**src/rtl/fetch_unit.sv**
```systemverilog
// fetch_unit: instruction fetch stage with IF/ID pipeline register.
//   Runs from a PC register and issues reads to the icache.
//   Hazard stalls freeze the front end. A taken branch or jump
//   squashes the fetched word. A redirect that arrives while an
//   icache miss is outstanding waits in DRAIN until that access
//   completes. HALT parks the unit until reset.
// Ports:
//   CLK, RST        clock (rising edge), async active-high reset
//   ihit, imemload  icache hit strobe and returned instruction word
//   imemREN         instruction read request
//   imemaddr        instruction fetch address
//   hazard          stall request from the hazard unit
//   branch, jump    taken branch / jump resolved in ID
//   branch_target   branch destination
//   jump_target     jump destination
//   halt            HALT decoded in ID
//   if_instr        IF/ID instruction word
//   if_npc          IF/ID PC+4
//   if_valid        IF/ID holds a real instruction
//   fetch_count     instructions accepted into IF/ID
module fetch_unit #(
   parameter logic [31:0] PC_INIT  = 32'h0,
   parameter logic [31:0] NOP_WORD = 32'h0
) (
   input  logic        CLK,
   input  logic        RST,
   input  logic        ihit,
   input  logic [31:0] imemload,
   output logic        imemREN,
   output logic [31:0] imemaddr,
   input  logic        hazard,
   input  logic        branch,
   input  logic        jump,
   input  logic [31:0] branch_target,
   input  logic [31:0] jump_target,
   input  logic        halt,
   output logic [31:0] if_instr,
   output logic [31:0] if_npc,
   output logic        if_valid,
   output logic [31:0] fetch_count
);

   typedef enum logic [1:0] {FETCH, DRAIN, HALTED} state_t;

   state_t      state;
   logic [31:0] pc;
   logic [31:0] saved_target;
   logic        redirect;
   logic [31:0] redirect_target;

   assign redirect        = (jump | branch) & ~hazard;
   assign redirect_target = jump ? jump_target : branch_target;

   // The PC is not advanced during DRAIN, so the outstanding miss
   // address is simply the PC.
   assign imemaddr = pc;
   assign imemREN  = (state != HALTED);

   always_ff @(posedge CLK or posedge RST) begin
      if (RST) begin
         state        <= FETCH;
         pc           <= PC_INIT;
         saved_target <= '0;
         if_instr     <= NOP_WORD;
         if_npc       <= '0;
         if_valid     <= 1'b0;
         fetch_count  <= '0;
      end else begin
         case (state)
            FETCH, DRAIN: begin
               if (!hazard) begin
                  if (halt) begin
                     if_instr <= NOP_WORD;
                     if_npc   <= '0;
                     if_valid <= 1'b0;
                     state    <= HALTED;
                  end else if (redirect) begin
                     if_instr <= NOP_WORD;
                     if_npc   <= '0;
                     if_valid <= 1'b0;
                     // A hit this cycle completes the pending access,
                     // so the target can be taken at once.
                     if (ihit) begin
                        pc    <= redirect_target;
                        state <= FETCH;
                     end else begin
                        saved_target <= redirect_target;
                        state        <= DRAIN;
                     end
                  end else if (state == DRAIN) begin
                     if (ihit) begin
                        pc    <= saved_target;
                        state <= FETCH;
                     end
                  end else if (ihit) begin
                     if_instr    <= imemload;
                     if_npc      <= pc + 32'd4;
                     if_valid    <= 1'b1;
                     pc          <= pc + 32'd4;
                     fetch_count <= fetch_count + 32'd1;
                  end
               end
            end
            HALTED: ;
            default: state <= FETCH;
         endcase
      end
   end

endmodule

```
**config.mk**
```make
export PLATFORM = sky130hd
export DESIGN_NAME = fetch_unit
export DESIGN_NICKNAME = d
export VERILOG_FILES = /design/src/rtl/fetch_unit.sv
export SDC_FILE = /design/constraint.sdc
export NUM_CORES = 1
export LEC_CHECK = 0
export BUFFER_PORTS_ARGS = -buffer_cell sky130_fd_sc_hd__buf_2
export CORE_MARGIN = 5
export CORE_UTILIZATION = 36
export CTS_CLUSTER_DIAMETER = 120
export DETAILED_ROUTE_END_ITERATION = 8
export PLACE_DENSITY = 0.58
export SLEW_MARGIN = 20
export SYNTH_ARGS = -nofsm -noshare
export SYNTH_HDL_FRONTEND = slang
export SYNTH_SLANG_ARGS = --single-unit
```
**constraint.sdc**
```tcl
create_clock -name CLK -period 4.5 [get_ports CLK]
set_clock_uncertainty 0.15 [all_clocks]
set_input_delay 0.225 -clock CLK [delete_from_list [all_inputs] [get_ports CLK]]
set_output_delay 0.225 -clock CLK [all_outputs]
set_load 0.02 [all_outputs]
```
==> impl_metrics.tcl, run 1 <==
set metrics [dict create \
    async_reset_ff_frac 1.000 \
    worst_slack_ns 1.790 \
    period_needed_ns 2.710 \
    p_per_area_nw_per_um2 475.0 \
    globalRouteTotalUtil 0.1936 \
    tns_ns 0 \
    slew_viol_final 0 \
    drcViolationCount 0 \
    cpLargestDelayFamily "simple AND/OR/NAND/NOR gates" \
    yosysTopAreaCell "dfrtp_1" \
    crit_type "flop to flop" \
    hold_path_class "input pin to flop" \
    ys_types 59 \
    endpoint "imemaddr[30]" \
    drt-wirelength-per-cell_um 17.75 \
    cts_setup_buffers 0 \
    grt_pass1_vias 6931 \
    rows 54 \
    antenna_found_initial 0 \
    ctsRootBufferMaster "clkbuf_16" \
    start_util 0.3644 \
    power.leakage_uw 0.005181 \
    synth_cells 791 \
    rsz0062_at_grt "false" \
    critical_path_buf_inv_count 0 \
    drive_gt1_frac 0.2689 \
    vias 7065 \
    hpwl_um 16740 \
    io_pins 233 \
    grt_pass1_wl_um 38090 \
    avgSynthCellArea_sq_um 9.992 \
    ant_nets 0 \
    cts-buffers-inserted 17 \
    max_freq_mhz 369.0 \
    critPathMaxFanout 20 \
    synth_flop_cell "dfrtp_1" \
    ys_ff_latch 163 \
    tightestPinTransition_ns 1.003 \
    crit_slowest_cell "nand3b_1" \
    synth_area_leaders "dfrtp_1 52%, xnor2_1 4.5%, mux2i_1 4.3%" \
    yosysSeqAreaShare 0.5161 \
    grt.overflow.total 0 \
    grt_max_degree 164 \
    drtIter0Drc 473 \
    worstReg2RegStart "state[1]" \
    hold_slack_ns -0.0002469 \
    cts_resized 0 \
    vias_per_cell 5.131 \
    synth_warnings 0 \
    max_stage_delay_ns 0.67 \
    diodes 0 \
    min_period_over_period 0.6023 \
    io_buffers 232 \
    wl_um 24440 \
    status "finished, violations left" \
    synth.net_count 896 \
    finalSetupViolCount 0 \
    cts.clk_slew.worst_paths_ns 0.07 \
    cp_data_arrival_time_ns 2.90 \
    worstHoldStart "branch_target[4]" \
    synthToLayoutAreaGrowth_pct 36.36 \
    hold_viol 1 \
    die_h_um 158.2 \
    ir_drop_uv 235.7 \
    synth_top_area_frac 0.5161 \
    place_ws_ns 1.180 \
    syn_area_sq_um 7904 \
    clk_latency_ns 0.43 \
    reg2reg_depth 5 \
    worstReg2RegEnd "imemaddr[30]" \
    r2r_setup_slack_ns 1.79 \
    crit_path_start_kind "flop" \
    drtPass1Iterations 5 \
    htreeDepth 4 \
    clockBufferDepth 2 \
    cts_hold_buf 81 \
    cts_tree "done" \
    cap_violations 0 \
    worst-path-stages 5 \
    crit_path_cell_trace "nor2_1 -> nand3b_1 -> a211oi_1 -> a21oi_1 -> a311oi_1" \
    place.gp.congestion 0.7880 \
    startpoint "state[1]" \
    slew_headroom 0.3316 \
    synth_edf_count 0 \
    dieWidth_um 158.2 \
    violations "hold timing" \
    cp_data_required_time_ns 4.69 \
    endpoint_kind "flop" \
    coreArea_sq_um 21690 \
    dieArea_sq_um 25020 \
    finalNetCount 1189 \
    clock-sinks 163 \
]
[placed cells by master, fill, tap and decap left out, types with 5 or more instances in the layout]
| cell type | instances |
|---|---|
| and3_1 | 10 |
| buf_2 | 232 |
| dlygate4sd3_1 | 81 |
| nor4_1 | 5 |
| and4_1 | 10 |
| xor2_1 | 16 |
| nand4_1 | 18 |
| a311oi_1 | 5 |
| nor2_1 | 64 |
| nand2_1 | 85 |
| a21oi_1 | 56 |
| a211o_1 | 6 |
| inv_6 | 7 |
| mux2i_1 | 34 |
| a22o_1 | 35 |
| o21ai_0 | 53 |
| a211oi_1 | 5 |
| xnor2_1 | 41 |
| inv_1 | 9 |
| buf_4 | 9 |
| nor3_1 | 24 |
| nor2b_1 | 5 |
| a31oi_1 | 8 |
| dfrtp_1 | 163 |
| clkbuf_16 | 17 |
| nand3_1 | 28 |
| a2bb2oi_1 | 5 |
[synthesized netlist by cell type, drive strengths merged (16+ instances only)]
library cell,count
xor2,16
nand4,20
a22o,35
nor2,65
buf,22
nor3,25
o21ai,57
mux2i,34
nand2,85
a21oi,56
xnor2,41
clkbuf,28
dfrtp,163
nand3,30
[through the flow]
step	util	total power [uW]	instance area, sq um	hold WS, ns	instances
detailed placement	0.4290	3467	9304	0.2969	1263
floorplan	-	2953	7908	0.1842	791
CTS	0.4963	5157	10760	0.0004005	1376
global placement	0.4290	3445	9304	0.2935	1263
finish	0.4969	5120	10780	-0.0002469	1377
global route	0.4969	5406	10780	0.01407	1377
[per-layer routing]
metal / global-route usage / part of all wire / vias up
li1: - / - / 3450
met1: 0.2706 / 0.46 / 3350
met2: 0.3035 / 0.45 / 243
met3: 0.04702 / 0.076 / 22
met4: 0.04915 / 0.013 / 0
met5: 0 / 0 / -
[cells by family (layout without fill, tap and decap cells)]
logic type / Yosys count / in the layout / share of synthesized area
and+or+nand+nor: 272 / 272 / 0.1744
AOI/OAI and AO/OA: 203 / 203 / 0.1678
DFF: 163 / 163 / 0.5161
buffers and inverters: 60 / 366 / 0.03229
xor gates and xnor gates: 57 / 57 / 0.06316
muxes: 34 / 34 / 0.04306
adders and majority gates: 2 / 2 / 0.003166
[worst min-delay path by stage]
| stage | end | cells after the start |
|---|---|---|
| after floorplan | state[0] | 1 |
| after global placement | if_instr[1] | 2 |
| after detailed placement | if_instr[4] | 2 |
| after CTS | saved_target[4] | 3 |
| after global routing | saved_target[26] | 3 |
| final | saved_target[4] | 3 |
[area by class of cell]
class | count | area, sq um
clock buffer | 18 | 439.2
clock inverter | 14 | 210.2
fill | 2011 | 10910
inverter | 10 | 41.29
multi-input combinational | 568 | 3587
sequential | 163 | 4079
tap | 280 | 350.3
timing repair buffer | 324 | 2071
[flip-flops by register name, indices dropped and copies added, names as in the netlist]
signal / count
fetch_count: 32
imemaddr: 32
if_instr: 32
if_valid: 1
saved_target: 32
state: 2
if_npc: 32
[report_power, final]
| group | switching, uW | internal [uW] | total [uW] |
|---|---|---|---|
| Clock | 656 | 963 | 1620 |
| Sequential | 355 | 1800 | 2150 |
| Combinational | 802 | 544 | 1350 |
[worst reg2reg max path: stages, from the launching register on]
cell and delay (ns):
dfrtp_1 0.49, nor2_1 0.34, nand3b_1 0.67, a211oi_1 0.66, a21oi_1 0.09, a311oi_1 0.21
No activity file was read; power rests on OpenSTA's default activity.
==> run 2: changes to the inputs <==
- ABC_AREA: default -> 1
- PLACE_DENSITY: 0.58 -> 0.55
- clock period: 4.5 -> 2.5 ns (I/O delays scaled with it)
==> run 2 against run 1 <==
Compared with the run above: the flow now finishes without violations; design area rose by 8.3%; critical path depth is 5 higher; global-route usage up 0.77 points; sequential power up 93%; worst setup slack worse by 1.4 ns; cell count increased by 29%; clock power increased by 74%; sequential share of layout area fell by 2.9 points; core utilization up 0.33 points; maximum frequency increased by 26%; power increased by 100%; register-to-register slack got worse by 1.4 ns.
==> impl_metrics.tcl, run 2 <==
set metrics [dict create \
    max_freq_mhz 464.2 \
    synth_edf_count 0 \
    cts_resized 0 \
    min_period_over_period 0.8617 \
    drt-wirelength-per-cell_um 15.14 \
    drive_gt1_frac 0.2044 \
    seq_area_sq_um 4079 \
    ctsRootBufferMaster "clkbuf_16" \
    synth_warnings 0 \
    tightestPinTransition_ns 0.6647 \
    synth_flop_cell "dfrtp_1" \
    placed_cells 1640 \
    fillers 2292 \
    tns_ns 0 \
    power_uw 10450 \
    drtIter0Drc 592 \
    hold_slack_ns 0.002627 \
    route.met3.wl_um 1468 \
    yosysMostFrequentCell "nand2_1" \
    place_ws_ns 0.3597 \
    cts.clk_slew.worst_paths_ns 0.06 \
    netlist_top_cells_count "466 x nand2_1, 163 x dfrtp_1, 82 x nor2_1" \
    io_buffers 232 \
    die_h_um 163.6 \
    yosysSeqAreaShare 0.4803 \
    rows 56 \
    vias 8370 \
    cts-buffers-inserted 17 \
    dieWidth_um 163.6 \
    critPathMaxFanout 6 \
    start_util 0.3640 \
    synth_cells 1118 \
    layout.cells.non_filler 1772 \
    wl_met2_um 12150 \
    slew_headroom 0.5528 \
    period_needed_ns 2.154 \
    hpwl_um 19090 \
    antenna_found_initial 0 \
    wl_um 26820 \
    finalSetupViolCount 0 \
    cap_violations 0 \
    power.leakage_uw 0.006146 \
    finalNetCount 1545 \
    coreArea_sq_um 23330 \
    grt.overflow.total 0 \
    cts_tree "done" \
    p_per_area_nw_per_um2 895.1 \
    status "completed" \
    drcViolationCount 0 \
    yosysTopAreaCell "dfrtp_1" \
    ys_types 34 \
    multi_input_area_sq_um 3901 \
    hold_viol 0 \
    dieArea_sq_um 26760 \
    vias_per_cell 4.723 \
    highest_layer "met4" \
    synth_area_leaders "dfrtp_1 48%, nand2_1 21%, a22o_1 4.7%" \
    grt_pass1_wl_um 43240 \
    synth.net_count 1223 \
    m1WireLength_um 12630 \
    cts_setup_buffers 0 \
    synthToLayoutAreaGrowth_pct 37.43 \
    layout_common_cells "466 x nand2_1, 232 x buf_2, 163 x dfrtp_1" \
    rsz0062_at_grt "false" \
    place.gp.congestion 0.8979 \
    io_pins 233 \
    cp_data_required_time_ns 2.67 \
    grt_max_degree 102 \
    hold_path_class "input pin to flop" \
    clock-sinks 163 \
    ant_nets 0 \
    drtPass1Iterations 5 \
    avgSynthCellArea_sq_um 7.597 \
    ir_drop_uv 393.6 \
    syn_area_sq_um 8493 \
    worst_slack_ns 0.3457 \
    crit_type "flop to flop" \
    globalRouteTotalUtil 0.2013 \
    htreeDepth 4 \
    clk_latency_ns 0.43 \
    ys_ff_latch 163 \
    async_reset_ff_frac 1.000 \
    crit_path_start_kind "flop" \
    synth_top_area_frac 0.4803 \
    diodes 0 \
    cp_data_arrival_time_ns 2.32 \
    clockBufferDepth 2 \
    slew_viol_final 0 \
    grt_pass1_vias 8046 \
    endpoint_kind "flop" \
    layout_commonest_cell "nand2_1" \
]
==> run 2: report_power, final <==
| part | total [uW] | internal [uW] | switching, uW |
|---|---|---|---|
| Clock | 2820 | 1710 | 1110 |
| Sequential | 4140 | 3450 | 691 |
| Combinational | 3490 | 1320 | 2170 |
| Total | 10400 | 6480 | 3970 |
==> run 2: cells by family (layout without fill, tap and decap cells) <==
kind of cell,after synthesis,in the layout,synth area share
AO/OA/AOI/OAI,165,165,0.1207
XOR/XNOR,32,32,0.03300
adder cells (fa/ha/maj),2,2,0.002946
buffers and inverters,126,461,0.06173
flip-flops,163,163,0.4803
multiplexers,2,2,0.002357
AND/OR/NAND/NOR,628,628,0.2991
==> run 2: routing by layer <==
layer  GRT usage  vias up
li1            -     4226
met1      0.2812     3865
met2      0.3175      247
met3     0.03835       32
met4     0.06291        0
met5           0        -
==> run 2: worst paths after layout <==
| check | from | to | slack, ns | cells after the start |
|---|---|---|---|---|
| setup / recovery | imemaddr[2] | imemaddr[26] | 0.35 | 10 |
| hold / removal | branch_target[24] | saved_target[24] | 0.003 | 5 |
| setup reg to reg | imemaddr[2] | imemaddr[26] | 0.35 | 10 |
| hold reg to reg | if_npc[9] | if_npc[9] | 0.33 | 2 |
| max in group asynchronous | RST | if_npc[16] | 1.41 | 4 |
| min in group asynchronous | RST | fetch_count[6] | 0.22 | 4 |
==> run 2: critical path: stages (launching register included) <==
cell     delay, ns
dfrtp_1       0.44
ha_1          0.24
nand2_1       0.06
nor2_1        0.18
nand2_1       0.16
nor2_1        0.39
nand3_1       0.16
nand3_1       0.12
nand2_1       0.05
nand2_1       0.05
nand2_1       0.04
==> run 2: per-stage QoR <==
stage	area [sq um]	util
global route	11670	0.5003
finish	11670	0.5003
global placement	10050	0.4306
detailed placement	10050	0.4306
CTS	11670	0.5003
floorplan	8497	-
==> run 2: final cells by class <==
| class | instances | area share |
|---|---|---|
| Tap cell | 319 | 0.03419 |
| Clock buffer | 21 | 0.03859 |
| Timing Repair Buffer | 352 | 0.2035 |
| Sequential cell | 163 | 0.3494 |
| Multi-Input combinational cell | 829 | 0.3342 |
| Inverter | 77 | 0.02508 |
| Clock inverter | 11 | 0.01501 |
==> run 2: repair_timing <==
action,in CTS,in global routing
hold buffers,100,0
setup endpoints to repair,0,0
hold endpoints to repair,236,0
